## src/rtl/byte_data_memory.sv

```systemverilog
// Byte-addressable data memory with a request/response port, load sign/zero
// extension, misalignment detection and a fixed-latency in-order response pipe.
// After reset the array is cleared one word per cycle before requests are accepted.
// Optional macro DMEM_STATS_EN adds saturating load/store/error counters.
module byte_data_memory #(
  parameter int unsigned DATA_W   = 32,
  parameter int unsigned ADDR_W   = 7,
  parameter int unsigned READ_LAT = 1
) (
  input  logic              clock,
  input  logic              reset,
  input  logic              req_valid,
  output logic              req_ready,
  input  logic              req_write,
  input  logic [1:0]        req_size,
  input  logic              req_unsigned,
  input  logic [ADDR_W-1:0] req_addr,
  input  logic [DATA_W-1:0] req_wdata,
  output logic              rsp_valid,
  output logic [DATA_W-1:0] rsp_rdata,
  output logic              rsp_error
`ifdef DMEM_STATS_EN
  ,
  output logic [15:0]       rd_count,
  output logic [15:0]       wr_count,
  output logic [15:0]       err_count
`endif
);

  localparam int unsigned NBYTES = DATA_W / 8;
  localparam int unsigned LANE_W = $clog2(NBYTES);
  localparam int unsigned IDX_W  = ADDR_W - LANE_W;
  localparam int unsigned DEPTH  = (1 << ADDR_W) / NBYTES;

  typedef enum logic {INIT, RUN} state_t;

  state_t             state;
  logic [IDX_W-1:0]   init_idx;
  logic [DATA_W-1:0]  mem [DEPTH];

  logic [LANE_W-1:0]  lane;
  logic [IDX_W-1:0]   idx;
  logic [2:0]         size_mask;
  logic               req_err;
  logic               accept;
  logic [15:0]        be_wide;
  logic [NBYTES-1:0]  wbe;
  logic [DATA_W-1:0]  wdata_sh;
  logic [DATA_W-1:0]  rshift;
  logic [6:0]         nbits;
  logic [DATA_W-1:0]  lmask;
  logic [DATA_W-1:0]  ltop;
  logic               lsign;
  logic [DATA_W-1:0]  ldata;

  logic               pv [READ_LAT];
  logic               pe [READ_LAT];
  logic [DATA_W-1:0]  pd [READ_LAT];

  // Request decode: lane/index split, alignment check, store lanes, load extraction
  always_comb begin
    lane      = req_addr[LANE_W-1:0];
    idx       = req_addr[ADDR_W-1:LANE_W];
    size_mask = 3'((4'd1 << req_size) - 4'd1);
    req_err   = ((req_addr[2:0] & size_mask) != 3'd0) ||
                ((req_size == 2'd3) && (DATA_W == 32));
    accept    = req_valid && req_ready && !reset;
    be_wide   = (16'd1 << (5'd1 << req_size)) - 16'd1;
    wbe       = NBYTES'(be_wide << lane);
    wdata_sh  = req_wdata << {lane, 3'b000};
    rshift    = mem[idx] >> {lane, 3'b000};
    nbits     = 7'd8 << req_size;
    lmask     = (nbits >= 7'(DATA_W)) ? '1 : ((DATA_W'(1) << nbits) - DATA_W'(1));
    ltop      = lmask & ~(lmask >> 1);
    lsign     = !req_unsigned && ((rshift & ltop) != '0);
    ldata     = (rshift & lmask) | (lsign ? ~lmask : '0);
  end

  // Init/run sequencing: sweep every word once after reset, then accept requests
  always_ff @(posedge clock) begin
    if (reset) begin
      state     <= INIT;
      init_idx  <= '0;
      req_ready <= 1'b0;
    end else begin
      case (state)
        INIT: begin
          init_idx <= init_idx + IDX_W'(1);
          if (init_idx == IDX_W'(DEPTH - 1)) begin
            state     <= RUN;
            req_ready <= 1'b1;
          end
        end
        RUN:     req_ready <= 1'b1;
        default: state <= INIT;
      endcase
    end
  end

  // Array write port: clearing sweep during INIT, byte-lane stores in RUN
  always_ff @(posedge clock) begin
    if (!reset && state == INIT) begin
      mem[init_idx] <= '0;
    end else if (accept && req_write && !req_err) begin
      for (int b = 0; b < NBYTES; b++) begin
        if (wbe[b]) mem[idx][b*8 +: 8] <= wdata_sh[b*8 +: 8];
      end
    end
  end

  // Response pipe: captured at acceptance, shifted so it emerges READ_LAT cycles later
  always_ff @(posedge clock) begin
    if (reset) begin
      for (int i = 0; i < READ_LAT; i++) begin
        pv[i] <= 1'b0;
        pe[i] <= 1'b0;
        pd[i] <= '0;
      end
    end else begin
      pv[0] <= accept;
      pe[0] <= accept && req_err;
      pd[0] <= (accept && !req_write && !req_err) ? ldata : '0;
      for (int i = 1; i < READ_LAT; i++) begin
        pv[i] <= pv[i-1];
        pe[i] <= pe[i-1];
        pd[i] <= pd[i-1];
      end
    end
  end

  assign rsp_valid = pv[READ_LAT-1];
  assign rsp_error = pe[READ_LAT-1];
  assign rsp_rdata = pd[READ_LAT-1];

`ifdef DMEM_STATS_EN
  // Saturating counters of accepted legal loads, legal stores and errored requests
  always_ff @(posedge clock) begin
    if (reset) begin
      rd_count  <= '0;
      wr_count  <= '0;
      err_count <= '0;
    end else if (accept) begin
      if (req_err) begin
        if (err_count != 16'hFFFF) err_count <= err_count + 16'd1;
      end else if (req_write) begin
        if (wr_count != 16'hFFFF) wr_count <= wr_count + 16'd1;
      end else begin
        if (rd_count != 16'hFFFF) rd_count <= rd_count + 16'd1;
      end
    end
  end
`endif

endmodule

```

## config.mk

```make
export PLATFORM = sky130hd
export DESIGN_NAME = byte_data_memory
export DESIGN_NICKNAME = d
export VERILOG_FILES = /design/src/rtl/byte_data_memory.sv
export SDC_FILE = /design/constraint.sdc
export NUM_CORES = 1
export LEC_CHECK = 0
export ABC_AREA = 0
export BUFFER_PORTS_ARGS = -buffer_cell sky130_fd_sc_hd__buf_2
export CORE_MARGIN = 3
export CORE_UTILIZATION = 40
export DETAILED_ROUTE_END_ITERATION = 6
export PLACE_DENSITY = 0.57
export SLEW_MARGIN = 10
export SYNTH_ARGS = -nofsm -noshare
export SYNTH_HDL_FRONTEND = slang
export SYNTH_SLANG_ARGS = --single-unit
```

## constraint.sdc

```tcl
create_clock -name clock -period 6.5 [get_ports clock]
set_input_delay 0.325 -clock clock [delete_from_list [all_inputs] [get_ports clock]]
set_output_delay 0.325 -clock clock [all_outputs]
set_load 0.02 [all_outputs]
```

==> results of run 1 <==
-- metal layers --
metal	track usage	share of wire	routed length [µm]
met5	0	0	0
met4	0.0485	0.021	2250
met3	0.0490	0.093	9950
met2	0.286	0.45	48200
met1	0.291	0.44	47000
-- registers in the layout (all words and copies together) (netlist names) --
register,cells
pv,1
req_ready,1
pe,1
init_idx,5
state,1
pd,32
mem,1024
-- synth_stat cells (2+ instances only) --
cell type,n
nor2b_1,17
a211oi_1,21
buf_2,48
mux4_1,8
nor3_1,136
nand3_1,6
mux4_2,274
inv_1,10
buf_1,7
mux2i_1,83
clkbuf_1,57
nor4b_1,2
o31ai_4,2
o22ai_1,9
mux2_2,11
a41oi_1,3
and3_1,11
a21oi_1,23
a31oi_1,2
a2bb2oi_1,2
nand3b_1,2
nor3b_1,3
a22oi_1,27
nand2_1,22
nand3_2,2
and2_1,2
or2_2,2
buf_4,21
ha_1,6
o21ai_1,16
nand2b_1,2
xor2_1,2
o221ai_1,7
edfxtp_1,1024
o31a_1,2
buf_6,6
dfxtp_1,41
nor2_1,73
nand4b_1,3
o21ai_0,29
o31ai_1,2
-- path summary, 6_finish.rpt --
| kind | endpoint | cells after the start | slack (ps) |
|---|---|---|---|
| hold / removal | pv[0]$_SDFF_PP0_ | 3 | 90 |
| setup / recovery | mem[0][17]$_DFFE_PP_ | 11 | 2250 |
| hold reg to reg | req_ready$_SDFFE_PP0P_ | 2 | 480 |
| setup reg to reg | mem[0][17]$_DFFE_PP_ | 8 | 2350 |
-- stage by stage --
stage | utilization | setup WS, ps | total power, mW | cells | cell area [µm²]
after global placement | 0.431 | 1790 | 8.21 | 3480 | 44900
after floorplan | - | 2360 | 7.97 | 2050 | 42300
final | 0.468 | 2250 | 14.4 | 3679 | 48800
after detailed placement | 0.431 | 1580 | 8.22 | 3481 | 44900
after global routing | 0.468 | 1960 | 14.9 | 3677 | 48800
after CTS | 0.466 | 2280 | 14.5 | 3677 | 48600
-- cells by family after synthesis --
logic type | count (synthesis) | share of synthesized area
DFF | 1065 | 0.746
muxes | 378 | 0.174
and+or+nand+nor | 290 | 0.0338
AOI/OAI and AO/OA | 156 | 0.0258
buffers and inverters | 152 | 0.0180
xor gates and xnor gates | 3 | 0.000621
adders and majority gates | 6 | 0.00177
-- layout make-up --
cell class / instances / area (µm²) / share of cell area
antenna: 2 / 5.00 / 0.000103
clock inverter: 62 / 767 / 0.0157
multi-input combinational: 833 / 10500 / 0.215
timing repair buffer: 192 / 1300 / 0.0267
inverter: 12 / 47.5 / 0.000974
clock buffer: 133 / 2890 / 0.0592
tap: 1380 / 1730 / 0.0354
sequential: 1065 / 31600 / 0.647
-- worst min-delay path, cell delays in order --
cell	delay, ps
buf_2	90
nor3b_1	120
buf_4	160
-- power breakdown --
| part | leakage (nW) | internal (mW) | switching, mW |
|---|---|---|---|
| combinational | 4.16 | 0.209 | 0.411 |
| sequential | 11.7 | 7.45 | 0.0118 |
| clock | 1.77 | 3.82 | 2.55 |
==> results.py, run 1 <==
metrics = {
    "worst_hold_path": {
        "hp-start": "req_valid",
        "hold_class": "in -> reg",
    },
    "placement": {
        "place_congestion": 0.888,
        "dp.final_hpwl_mm": 69.5,
        "port_buffers": 80,
    },
    "worst_setup_path": {
        "data_arrival_time_of_the_critical_path_ps": 4510,
        "crit_top_cell": "inv_1",
        "critPathTopFamily": "simple AND/OR/NAND/NOR gates",
        "critical_path.slowest_cell": "nor3_1",
        "worst-path-buf-inv": 4,
        "worst-setup-path-type": "in -> reg",
        "worstSetupEndpointType": "register",
        "timing.critical_path.fanout_max": 20,
        "timing.critical_path.cells": "buf_2 -> nor2_2 -> inv_1 -> ha_1 -> inv_1 -> a2bb2oi_1 -> and3_1 -> nor2b_2 -> a41oi_2 -> buf_4 -> nor3_1",
        "critical-path-max-stage-delay_ps": 850,
        "critical_path.reg2reg.startpoint": "req_ready$_SDFFE_PP0P_",
        "timing.critical_path.required_ps": 6760,
        "startpoint": "req_size[1]",
        "setup.worst_path.start_class": "primary input",
    },
    "layout": {
        "synthToLayoutAreaGrowth_pct": 15.3,
        "num-nets-final": 2260,
        "layout.cells.most_common": "edfxtp_1",
        "layout.cells.most_common_list": "edfxtp_1, mux4_2, clkbuf_16",
        "final_layout_size_suffix_gt1_frac": 0.322,
        "fillerInstances": 8656,
    },
    "cts": {
        "cts_tree": "done",
        "clk_root_buffer_cell": "clkbuf_16",
        "cts_buffers": 104,
        "cts_htree_levels": 3,
        "hold_buf_cts": 1,
        "clock_net_sink_count": 1065,
        "clock_insertion_delay_worst_skew_ps": 670,
        "clk_pin_slew_worst_paths_ps": 60,
        "cts_buffer_depth": 3,
        "post_cts_resize_count": 0,
        "post_cts_setup_buffers": 0,
    },
    "synth": {
        "syn_warnings": 0,
        "post_synth_main_area_contributors": "edfxtp_1, mux4_2, mux2i_1",
        "yosysSeqAreaShare": 0.746,
        "post_synth_inst_count": 2050,
        "synth_enable_flop_cells": 1024,
        "synth.largest_area_cell": "edfxtp_1",
        "post_synth_top_flop": "edfxtp_1",
        "flops_latches_synth": 1065,
        "synth_nets": 2102,
        "area_share_of_the_leading_cell_type_in_the_synthesized_netlist": 0.726,
        "synth.avg_cell_area_um2": 20.6,
        "synth.lib_cells_used.distinct": 65,
        "syn_area_mm2": 0.0423,
        "asyncSetResetFlopFracSynth": 0,
    },
    "floorplanning": {
        "die_area_mm2": 0.110,
        "floorplan.initialDensity": 0.406,
        "floorplan.core_area_mm2": 0.104,
        "die_w_um": 331,
        "die_height_um": 331,
        "io-pin-count": 81,
        "placementRows": 118,
    },
    "run_status": {
        "status": "complete, no violations",
    },
    "route": {
        "detail_route.iter0.violations": 2631,
        "dr.pass1.iters": 6,
        "antenna_violating_nets_post_route": 0,
        "number_of_vias_in_the_routed_layout": 21350,
        "drt_wl_total_mm": 107,
        "routed_wire_length_per_instance_um": 29.2,
        "drc_errors": 0,
        "detail_route.vias_per_cell": 5.80,
    },
    "power": {
        "leakage_nw": 17.7,
        "ir_worst_vdd_v": 0.000178,
        "cellPowerDensity_mw_per_mm2": 296,
    },
    "sta": {
        "setup_repair_after_global_routing_missed_its_margin": "no",
        "worst_hold_slack_ps": 90.0,
        "finalCriticalPeriod_ps": 4250,
        "fin_tns_setup_ps": 0,
        "relSlewSlack": 0.107,
        "clock.fmax_mhz": 236,
        "setup_violations": 0,
        "min_period_over_period": 0.653,
        "hold_vio_cnt_final": 0,
        "final-max-slew-violation-count": 0,
        "worst-slew-pin-transition_ps": 1340,
        "skew_ps": 29.1,
    },
    "grt": {
        "first_global_vias": 21410,
        "pin_count_of_the_biggest_net_entering_global_routing": 98,
        "grt-ovfl-total": 0,
        "antenna_found_initial": 5,
        "grt_pass1_wl_mm": 157,
        "grt_usage": 0.194,
    },
    "job": {
        "max_cap_violations": 0,
    },
}
Power figures use the tool's default switching activity.
==> run 2: changes to the inputs <==
==> constraint.sdc (replaced) <==
create_clock -name clock -period 4.4 [get_ports clock]
set_input_delay 0.22 -clock clock [delete_from_list [all_inputs] [get_ports clock]]
set_output_delay 0.22 -clock clock [all_outputs]
set_load 0.02 [all_outputs]
==> run 2 against run 1 <==
Worst setup slack worse by 1900 ps. First-iteration DRC count up 1.7%. Count of clock-buffer cells in the layout shrank 1. Routed wire length up 1.2%. Via count rose by 0.75%. Clock power increased by 44%. Critical path depth rose by 2. Total power rose by 46%. Critical path type unchanged. Largest power group unchanged. Highest routed layer is now met5.
==> results.py, run 2 (synthesized netlist as in run 1, its figures left out) <==
metrics = {
    "power": {
        "power_frac_seq": 0.521,
        "power.net_switching_mw": 4.44,
        "internal_power_mw": 16.7,
        "sw_frac_of_total": 0.210,
        "power.combinational.fraction": 0.044,
        "leakage_nw": 18.2,
        "ir_worst_vdd_v": 0.000336,
        "cellPowerDensity_mw_per_mm2": 428,
        "design_power_total_mw": 21.1,
        "power.share.clock": 0.435,
    },
    "sta": {
        "hold_vio_cnt_final": 0,
        "min_period_over_period": 0.910,
        "setup_repair_after_global_routing_missed_its_margin": "no",
        "setup_violations": 0,
        "final-max-slew-violation-count": 0,
        "worst-slew-pin-transition_ps": 1180,
        "relSlewSlack": 0.210,
        "skew_ps": 38.8,
        "finalCriticalPeriod_ps": 4000,
        "clock.fmax_mhz": 250,
        "fin_tns_setup_ps": 0,
    },
    "grt": {
        "grt_pass1_wl_mm": 159,
        "first_global_vias": 21850,
        "pin_count_of_the_biggest_net_entering_global_routing": 66,
        "grt_usage": 0.198,
        "antenna_found_initial": 9,
        "grt-ovfl-total": 0,
    },
    "layout": {
        "final_non_filler_cell_total": 3788,
        "layout.cells.most_common": "edfxtp_1",
        "num-nets-final": 2364,
        "registers.top_by_ff_count": "mem",
        "layout.cells.most_common_list": "edfxtp_1, mux4_2, buf_4",
        "final_layout_size_suffix_gt1_frac": 0.333,
        "largest_register_ff_count": 1024,
        "top_regs": "mem (1024), pd (32), init_idx (5)",
        "fillerInstances": 8593,
        "synthToLayoutAreaGrowth_pct": 16.6,
    },
    "route": {
        "detail_route.iter0.violations": 2677,
        "number_of_vias_in_the_routed_layout": 21511,
        "antenna_violating_nets_post_route": 0,
        "routed_wire_length_per_instance_um": 28.7,
        "detail_route.vias_per_cell": 5.68,
        "dr.pass1.iters": 5,
        "drc_errors": 0,
        "drt_wl_total_mm": 109,
    },
    "worst_setup_path": {
        "startpoint": "req_size[1]",
        "critical_path.slowest_cell": "nor3_1",
        "crit_top_cell": "inv_1",
        "timing.critical_path.fanout_max": 20,
        "timing.critical_path.cells": "dlygate4sd3_1 -> buf_2 -> nor2_2 -> inv_1 -> ha_1 -> inv_1 -> a2bb2oi_1 -> and3_1 -> nor2b_2 -> buf_4 -> a41oi_2 -> buf_12 -> nor3_1",
        "worstSetupEndpointType": "register",
        "setup.worst_path.start_class": "primary input",
        "timing.critical_path.required_ps": 4670,
        "data_arrival_time_of_the_critical_path_ps": 4280,
        "critical_path.reg2reg.startpoint": "req_ready$_SDFFE_PP0P_",
        "timing.reg2reg.worst_path_depth": 9,
        "worst-setup-path-type": "in -> reg",
        "critical-path-max-stage-delay_ps": 860,
    },
    "cts": {
        "cts_htree_levels": 3,
        "clock_net_sink_count": 1065,
        "clk_root_buffer_cell": "clkbuf_16",
        "cts_buffers": 108,
        "cts_buffer_depth": 3,
        "clk_pin_slew_worst_paths_ps": 60,
        "clock_insertion_delay_worst_skew_ps": 690,
        "cts_tree": "done",
    },
    "placement": {
        "port_buffers": 80,
        "dp.final_hpwl_mm": 71.7,
        "place_congestion": 0.886,
        "dp.cells": 3579,
    },
    "worst_hold_path": {
        "worstHoldPathCells": 3,
        "hp-start": "req_unsigned",
        "hold_class": "in -> reg",
    },
    "floorplanning": {
        "die_area_mm2": 0.110,
        "die_w_um": 331,
        "io-pin-count": 81,
        "die_height_um": 331,
        "floorplan.core_area_mm2": 0.104,
        "floorplan.initialDensity": 0.406,
        "placementRows": 118,
    },
    "run_status": {
        "status": "complete, no violations",
    },
    "job": {
        "max_cap_violations": 0,
    },
}
-- run 2: per-layer routing --
metal  global-route usage  part of all wire  vias up
met2                0.294              0.45      939
met4               0.0525             0.023        2
met3               0.0440             0.089      155
li1                     -                 -     9117
met1                0.296              0.43    11298
met5                    0           0.00011        -
-- run 2: worst paths after layout --
path                                                to  slack, ps
worst max register to register    mem[0][20]$_DFFE_PP_       1020
worst min-delay path              pd[0][16]$_SDFF_PP0_         80
worst min register to register  req_ready$_SDFFE_PP0P_        500
worst max-delay path              mem[0][20]$_DFFE_PP_        400
-- run 2: worst max-delay path: cells and delay by family --
family	cells	cell delay, ps
simple gates	4	1520
compound gates	2	590
fa+ha+maj	1	310
buf+inv	6	1600
-- run 2: repair_timing --
action | in CTS | in global routing
gates resized for setup | 0 | 0
setup buffers | 0 | 0
hold buffers | 3 | 0
hold endpoints to repair | 9 | 0
-- run 2: through the flow --
| step | area, µm² | worst slack, ps | hold WS [ps] | utilization |
|---|---|---|---|---|
| 2_1_floorplan | 42300 | 365 | 410 | - |
| 3_3_place_gp | 45700 | 295 | 459 | 0.438 |
| 5_1_grt | 49400 | 198 | 59.3 | 0.474 |
| 4_1_cts | 49300 | 415 | 12.5 | 0.473 |
| 3_5_place_dp | 45700 | 350 | 501 | 0.439 |
| 6_report | 49400 | 396 | 75.2 | 0.474 |
-- run 2: power groups by stage --
stage | combinational, mW | sequential [mW] | clock, mW
floorplan | 0.552 | 11.2 | 0
global placement | 0.911 | 11.2 | 0
detailed placement | 0.921 | 11.2 | 0
CTS | 0.925 | 11.0 | 9.35
global route | 0.979 | 11.0 | 9.78
finish | 0.931 | 11.0 | 9.19
-- run 2: final cells by class --
class / instances / area, µm² / share of cell area
Antenna cell: 3 / 7.51 / 0.000152
Clock buffer: 132 / 2910 / 0.0589
Clock inverter: 71 / 679 / 0.0138
Inverter: 12 / 47.5 / 0.000963
Multi-Input combinational cell: 833 / 10300 / 0.208
Sequential cell: 1065 / 31600 / 0.639
Tap cell: 1380 / 1730 / 0.0350
Timing Repair Buffer: 292 / 2160 / 0.0437
